===== src/rtl/key_digit_ctrl.sv =====
// -----------------------------------------------------------------------------
// key_digit_ctrl
//
// Control front-end for the digit display path. Synchronises and debounces the
// four board keys, turns key presses into a working value 0..MAX_VAL and
// commits that value to the renderer at the vsync leading edge. The renderer
// therefore only ever sees the digit change between frames.
//
// Optional feature (compile-time macro): AUTOREPEAT_EN
//   defined   : holding inc or dec alone fires an extra event after
//               REPEAT_DELAY cycles, then every REPEAT_RATE cycles.
//   undefined : exactly one event per press; REPEAT_* are not used.
//
// Ports
//   clk      in   1      pixel-domain clock, rising edge
//   reset    in   1      asynchronous reset, active low
//   keys     in   4      raw async keys, active high:
//                        [0] dec, [1] inc, [2] clear, [3] freeze
//   vsync    in   1      vsync from the timing generator, active level VS_POL
//   digit    out  VAL_W  committed, frame-stable value for the renderer
//   pending  out  1      a value change is waiting to be committed
//   commit   out  1      one-cycle pulse, high in the cycle digit changes
// -----------------------------------------------------------------------------
module key_digit_ctrl #(
    parameter int unsigned DEB_CYCLES   = 500000,
    parameter int unsigned MAX_VAL      = 9,
    parameter int unsigned VAL_W        = 4,
    parameter bit          VS_POL       = 1'b0,
    parameter int unsigned REPEAT_DELAY = 250000,
    parameter int unsigned REPEAT_RATE  = 100000
) (
    input  logic             clk,
    input  logic             reset,
    input  logic [3:0]       keys,
    input  logic             vsync,
    output logic [VAL_W-1:0] digit,
    output logic             pending,
    output logic             commit
);

    localparam int unsigned DEB_W = $clog2(DEB_CYCLES);
    localparam logic [DEB_W-1:0] DEB_LAST = DEB_W'(DEB_CYCLES - 1);
    localparam logic [VAL_W-1:0] VAL_MAX  = VAL_W'(MAX_VAL);

    typedef enum logic [1:0] {
        ST_IDLE,
        ST_PEND,
        ST_COMMIT
    } state_t;

    // ---------------------------------------------------------------- sync
    logic [3:0] keys_s1_q, keys_s2_q;
    logic       vs_s1_q, vs_s2_q, vs_prev_q;

    // NOTE: every clocked register uses non-blocking assignment so all flops
    // sample the pre-edge values; blocking here would collapse the chains.
    always_ff @(posedge clk or negedge reset) begin
        if (!reset) begin
            keys_s1_q <= '0;
            keys_s2_q <= '0;
            vs_s1_q   <= 1'b0;
            vs_s2_q   <= 1'b0;
            vs_prev_q <= 1'b0;
        end else begin
            keys_s1_q <= keys;
            keys_s2_q <= keys_s1_q;
            vs_s1_q   <= vsync;
            vs_s2_q   <= vs_s1_q;
            vs_prev_q <= vs_s2_q;
        end
    end

    // Leading edge of the frame: synced vsync enters its active level.
    logic frame_edge;
    assign frame_edge = (vs_s2_q == VS_POL) && (vs_prev_q != VS_POL);

    // ------------------------------------------------------------ debounce
    logic [3:0]            deb_q;
    logic [3:0][DEB_W-1:0] deb_cnt_q;
    logic [2:0]            deb_prev_q;

    always_ff @(posedge clk or negedge reset) begin
        if (!reset) begin
            deb_q      <= '0;
            deb_cnt_q  <= '0;
            deb_prev_q <= '0;
        end else begin
            deb_prev_q <= deb_q[2:0];
            for (int i = 0; i < 4; i++) begin
                if (keys_s2_q[i] == deb_q[i]) begin
                    deb_cnt_q[i] <= '0;
                end else if (deb_cnt_q[i] == DEB_LAST) begin
                    // DEB_CYCLES-th consecutive differing cycle: accept level.
                    deb_q[i]     <= keys_s2_q[i];
                    deb_cnt_q[i] <= '0;
                end else begin
                    deb_cnt_q[i] <= deb_cnt_q[i] + 1'b1;
                end
            end
        end
    end

    logic [2:0] press;
    assign press = deb_q[2:0] & ~deb_prev_q;

    // ---------------------------------------------------------- autorepeat
    logic rep_inc, rep_dec;

`ifdef AUTOREPEAT_EN
    localparam int unsigned REP_MAX = (REPEAT_DELAY > REPEAT_RATE) ? REPEAT_DELAY : REPEAT_RATE;
    localparam int unsigned REP_W   = $clog2(REP_MAX + 1);

    logic [REP_W-1:0] rep_cnt_q;
    logic             rep_first_done_q;
    logic             rep_hold, rep_fire;

    // Only a lone inc or dec repeats; both held together is a no-op chord.
    assign rep_hold = deb_q[0] ^ deb_q[1];
    assign rep_fire = rep_hold &&
                      (rep_first_done_q ? (rep_cnt_q == REP_W'(REPEAT_RATE))
                                        : (rep_cnt_q == REP_W'(REPEAT_DELAY)));

    // rep_cnt_q equals the number of cycles since the press (or last repeat),
    // so a fire reloads 1 for the cycle that follows it.
    always_ff @(posedge clk or negedge reset) begin
        if (!reset) begin
            rep_cnt_q        <= '0;
            rep_first_done_q <= 1'b0;
        end else if (!rep_hold) begin
            rep_cnt_q        <= '0;
            rep_first_done_q <= 1'b0;
        end else if (rep_fire) begin
            rep_cnt_q        <= REP_W'(1);
            rep_first_done_q <= 1'b1;
        end else begin
            rep_cnt_q        <= rep_cnt_q + 1'b1;
        end
    end

    assign rep_inc = rep_fire & deb_q[1];
    assign rep_dec = rep_fire & deb_q[0];
`else
    assign rep_inc = 1'b0;
    assign rep_dec = 1'b0;

    // Repeat timing is not built in this configuration; the empty block only
    // keeps REPEAT_DELAY/REPEAT_RATE referenced.
    if (REPEAT_DELAY == 0 || REPEAT_RATE == 0) begin : g_repeat_unused
    end
`endif

    // ------------------------------------------------------- working value
    logic             inc_ev, dec_ev, clr_ev, val_ev;
    logic [VAL_W-1:0] work_q, work_d;

    assign inc_ev = press[1] | rep_inc;
    assign dec_ev = press[0] | rep_dec;
    assign clr_ev = press[2];
    // A clear always counts as a change, even when the value is already 0.
    assign val_ev = clr_ev | (inc_ev ^ dec_ev);

    // NOTE: combinational blocks assign every output a default first, so no
    // path leaves a signal unassigned and no latch is inferred.
    always_comb begin
        work_d = work_q;
        if (clr_ev) begin
            work_d = '0;
        end else if (inc_ev && !dec_ev) begin
            work_d = (work_q == VAL_MAX) ? '0 : work_q + 1'b1;
        end else if (dec_ev && !inc_ev) begin
            work_d = (work_q == '0) ? VAL_MAX : work_q - 1'b1;
        end
    end

    // ------------------------------------------------------------- commit FSM
    state_t           state_q, state_d;
    logic [VAL_W-1:0] digit_q, digit_d;
    logic             late_q, late_d;   // event arrived on the committing edge

    always_comb begin
        state_d = state_q;
        digit_d = digit_q;
        late_d  = late_q;
        unique case (state_q)
            ST_IDLE: begin
                if (val_ev) state_d = ST_PEND;
            end
            ST_PEND: begin
                if (frame_edge && !deb_q[3]) begin
                    // Capture before this cycle's event lands in work_q, so a
                    // coinciding event is left for the next frame.
                    state_d = ST_COMMIT;
                    digit_d = work_q;
                    late_d  = val_ev;
                end
            end
            ST_COMMIT: begin
                state_d = (val_ev || late_q) ? ST_PEND : ST_IDLE;
                late_d  = 1'b0;
            end
            default: begin
                state_d = ST_IDLE;
                late_d  = 1'b0;
            end
        endcase
    end

    always_ff @(posedge clk or negedge reset) begin
        if (!reset) begin
            state_q <= ST_IDLE;
            digit_q <= '0;
            late_q  <= 1'b0;
            work_q  <= '0;
        end else begin
            state_q <= state_d;
            digit_q <= digit_d;
            late_q  <= late_d;
            work_q  <= work_d;
        end
    end

    assign digit   = digit_q;
    assign pending = (state_q != ST_IDLE);
    assign commit  = (state_q == ST_COMMIT);

endmodule

===== config.mk =====
export PLATFORM = sky130hd
export DESIGN_NAME = key_digit_ctrl
export DESIGN_NICKNAME = d
export VERILOG_FILES = /design/src/rtl/key_digit_ctrl.sv
export SDC_FILE = /design/constraint.sdc
export NUM_CORES = 1
export LEC_CHECK = 0
export CAP_MARGIN = 10
export CORE_ASPECT_RATIO = 0.5
export CORE_UTILIZATION = 32
export CTS_CLUSTER_SIZE = 20
export DETAILED_ROUTE_END_ITERATION = 7
export PLACE_DENSITY = 0.53
export SETUP_SLACK_MARGIN = 0.2
export SYNTH_ARGS = -nofsm -noshare
export SYNTH_HDL_FRONTEND = slang
export SYNTH_SLANG_ARGS = --single-unit

===== constraint.sdc =====
create_clock -name clk -period 2.5 [get_ports clk]
set_input_delay 0.25 -clock clk [delete_from_list [all_inputs] [get_ports clk]]
set_output_delay 0.25 -clock clk [all_outputs]
set_load 0.01 [all_outputs]

== Yosys cells after proc, flatten, opt, wreduce, memory -nomap -nowiden ==
Cells that the tools add are included.

* Multiplexer cells: 19
* $add $sub $neg: 6
* Bitwise logic cells: 10
* Reductions and logical operators: 19
* Eq/ne operators: 13

{| class="wikitable"
|+ Operators by type and width
! operator !! number
|-
| two-way mux 19 bit || 8
|-
| adder 19 x 1 -> 19 bit (second input constant) || 4
|-
| equality test 19 bit (second input constant) || 4
|-
| two-way mux 4 bit || 5
|-
| AND reduction 2 bit || 7
|-
| inverter 1 bit || 6
|-
| case mux 2 bit (3 select lines) || 1
|-
| adder 4 x 1 -> 4 bit (second input constant) || 1
|-
| equality test 1 bit || 4
|-
| equality test 4 bit (second input constant) || 1
|-
| logical AND 1 bit || 4
|-
| zero test 4 bit || 1
|-
| two-way mux 2 bit || 2
|-
| inequality test 2 bit (second input constant) || 2
|-
| subtractor 4 x 1 -> 4 bit (second input constant) || 1
|-
| bitwise AND 3 bit || 1
|-
| zero test 1 bit || 3
|-
| inverter 3 bit || 1
|-
| nonzero test 3 bit || 1
|-
| equality test 2 x 1 -> 1 bit (second input constant) || 1
|-
| equality test 2 bit (second input constant) || 1
|-
| zero test 2 bit || 1
|-
| two-way mux 1 bit || 2
|-
| case mux 1 bit (2 select lines) || 1
|-
| 4 further kinds || 4
|}

* Register bits: 105
* Output and inout port bits: 6
* Logic and storage cells: 85
* Bits of input ports: 7

== Depth between registers and ports, before layout ==
* Depth in word-level cells: 7
* Mapped depth: 8
* Depth with buffers taken out: 7

== Least setup slack after synthesis ==
OpenSTA, ideal clock, no wires.

* Path type: register -> register
* Start point: reg deb_cnt_q[57] in the netlist's numbering
* End point: reg deb_cnt_q[75] in the netlist's numbering
* Path slack: 0.609 ns
* Required time: 2.420 ns
* Library setup time: 0.080 ns
* Cell stages (with the launch flop): 6
* Period minus slack after synthesis: 1.891 ns
* Buffers on the path: 0
* Arrival time: 1.811 ns
* Cells stage by stage: dfrtp_1 > ha_1 > nand4_4 > or4_4 > or3_1 > a21oi_1

* Longest elaborated chain between the ends: 3
* Elaborated cells between the ends (all ways): 4
* Those cells by class: add/sub: 1; eq/ne: 1; mux: 2

{| class="wikitable"
|+ RTL lines
! item !! RTL line !! source
|-
| start, declared || 79 || <nowiki>logic [3:0][DEB_W-1:0] deb_cnt_q;</nowiki>
|-
| start signal, assigned by index || 97 || <nowiki>deb_cnt_q[i] <= deb_cnt_q[i] + 1'b1;</nowiki>
|-
| adder 19 x 1 -> 19 bit / equality test 19 bit (equally long branches) || 97, 92 ||
|-
| two-way mux 19 bit * || 92 || <nowiki>end else if (deb_cnt_q[i] == DEB_LAST) begin</nowiki>
|-
| two-way mux 19 bit * || 90 || <nowiki>if (keys_s2_q[i] == deb_q[i]) begin</nowiki>
|}

Every way passes the cells marked *; elsewhere a longest branch is shown, timed or not.
A chain may end at the register's enable or synchronous reset.

== Worst setup path after layout ==
Same ends and word-level chain as after synthesis.

==> metrics.txt <==
Post-Route Setup TNS 0 ns; routed vias/inst 4.95; Post-Syn Nets 520; Worst-Skew Late Latency 0.35 ns; top area cells in the synthesized netlist dfrtp_1, xnor2_1, nor2_1; number of buffers created by CTS 9; Buf/Inv on CP 0; CTS sink cnt 105; FP Rows 32; Slowest-stage cell, CP or4_4; ys flop type dfrtp_1; CTS root buffer clkbuf_16; pin count of the biggest net entering global routing 68; yosys warns 0; diodes inserted 0; Clock transition at path regs 0.08 ns; Worst Hold Class input pin to async pin; CP cell instances ha_1 > nand4_4 > or4_4 > or3_1 > a21oi_1; EDFF count, synth 0; period utilization 80.5%; gpl congestion 0.780; DPL Wire Length 6360 um; core box area 15400 um2; Critical Path Start Type flop; post-cts hold buffer count 0; via count 3621; PD cells 589 nW/um2; nets 539; worst vdd ir 0.290 mV; CP required 2.77 ns; Wirelength per Cell 12.8 um; min cycle time layout 2.01 ns; status complete, no violations; Post-synth ARST share 100%; H-Tree Depth 3; Max Freq 497 MHz; Max Root-Sink Buffers 2; Pins Over Slew Limit 0; initial antenna violation count 0; Area growth syn-to-layout 14.3%; sequential area share after synthesis 52.0%; post-CTS setup buffers 0; Max stage delay on crit path 0.58 ns; syn_area_per_cell 10.0 um2; Total Die Area 16300 um2; register bit total from synthesis 105; DRC errors left 0; Starting DRT DRC Count 123; Routed WL 9380 um; Remaining Overflow, GRT 0; Rel. slew slack 43.1%; CP startpoint deb_cnt_q[57]; Post-Syn Area 5050 um2; vias in the first global route 3500; crit-path max FO 8; gr usage total 12.6%; max-cap violations 0; Top-Level Pins 13; fraction of layout cells with a size suffix above 1 8.33%; cell accounting for the most synthesized area dfrtp_1; RSZ-0062 raised after global routing false; Yosys top cell area share 52.0%; Synth Instances 504; Setup violations, final 0; drt first pass iters 4; CTS tree yes; WS Path Type flop to flop; post-layout util 37.5%; Worst Tran Pin Value 0.853 ns; # fillers 1490; Leak 2.29 nW; R2R Path Start deb_cnt_q[57]; hold_ws 0.000742 ns; global-route wire length before repair 16800 um; Chip Height 90.8 um; Port Buffer Count 12; CP delay by family, top simple AND/OR/NAND/NOR gates; final hold vios 0; Netlist cell types 47; Crit. End Element flop; critical path arrival 2.28 ns; DIE WIDTH 180 um; Fin Clk Skew 0.00931 ns; Starting Density 32.8%; Resized cells post-CTS 0; remaining antenna violation count 0
final timing paths:
check / endpoint / slack [ns] / cells past startpoint
min in group clk: vs_s2_q / 0.35 / 0
max in group asynchronous: deb_cnt_q[34] / 1.77 / 2
worst min register to register: vs_s2_q / 0.35 / 0
worst max-delay path: deb_cnt_q[75] / 0.49 / 5
worst min-delay path: deb_cnt_q[16] / 0.0007 / 1
worst max register to register: deb_cnt_q[75] / 0.49 / 5
cell usage after synthesis, types with 8 or more instances:
library cell / n
nor3_1: 18
dfrtp_1: 105
nand3_1: 26
o21ai_0: 9
clkbuf_1: 8
nand4_1: 25
ha_1: 9
xor2_1: 16
nor2_1: 76
a21oi_1: 19
nand2_1: 35
xnor2_1: 44
inv_1: 18
nor4_1: 19
layout by cell type, fill, tap and decap left out, types with 4 or more instances in the layout:
cell and instances:
inv_1 18, clkbuf_16 9, nand4_1 25, or2_2 5, nor4_1 19, ha_1 9
xnor2_1 44, dfrtp_1 105, xor2_1 16, nand3_1 26, clkdlybuf4s50_1 11, or4_1 5
o21ai_0 9, nand2b_1 4, o31ai_1 4, buf_4 9, nand2_1 35, nor3_1 18
mux2_2 4, nor2_1 76, a21oi_1 19, nand3b_1 5
metal layers:
metal / GRT usage [%] / share of wire, %
met1: 16.6 / 50
met4: 3.23 / 0.65
met5: 0 / 0
met2: 20.6 / 47
met3: 3.15 / 3.0
through the flow:
stage | cell area [um2] | instances | setup slack [ns] | total power, mW
final | 5770 | 732 | 0.488 | 3.40
after global placement | 5450 | 716 | 0.537 | 1.89
after floorplan | 5050 | 504 | 0.609 | 1.82
after CTS | 5770 | 732 | 0.480 | 3.46
after detailed placement | 5450 | 716 | 0.489 | 1.90
after global routing | 5770 | 732 | 0.318 | 3.54
sequential cells by signal, summed over array words and instances (netlist names):
name,flops
late_q,1
deb_prev_q,3
deb_q,4
work_q,4
vs_s1_q,1
keys_s1_q,4
vs_prev_q,1
digit,4
deb_cnt_q,76
keys_s2_q,4
vs_s2_q,1
state_q,2
where the power goes:
group	switching [mW]	total (mW)	leakage (nW)	internal, mW
logic	0.0722	0.112	0.698	0.0399
registers	0.0243	1.75	1.43	1.72
clock network	0.626	1.54	0.157	0.913
total	0.723	3.40	2.29	2.68
cell families (layout without fill, tap and decap cells):
| group | after synthesis | in the layout | share of synthesized area (%) |
|---|---|---|---|
| simple gates | 246 | 246 | 25.4 |
| flops | 105 | 105 | 52.0 |
| xor+xnor | 60 | 60 | 10.4 |
| compound gates | 46 | 46 | 5.92 |
| buf+inv | 31 | 55 | 2.48 |
| fa+ha+maj | 9 | 9 | 2.23 |
| mux | 7 | 7 | 1.49 |
area by class of cell:
class                   count  area (um2)  area share, %
repair buffers             21         198           3.42
well taps                 204         255           4.42
inverters                  18        67.6           1.17
clock buffers              11         243           4.20
flip-flops and latches    105        2630           45.5
clock inverters             5        85.1           1.47
multi-input cells         368        2300           39.8
Note: power is estimated with default switching activity, not from simulation.
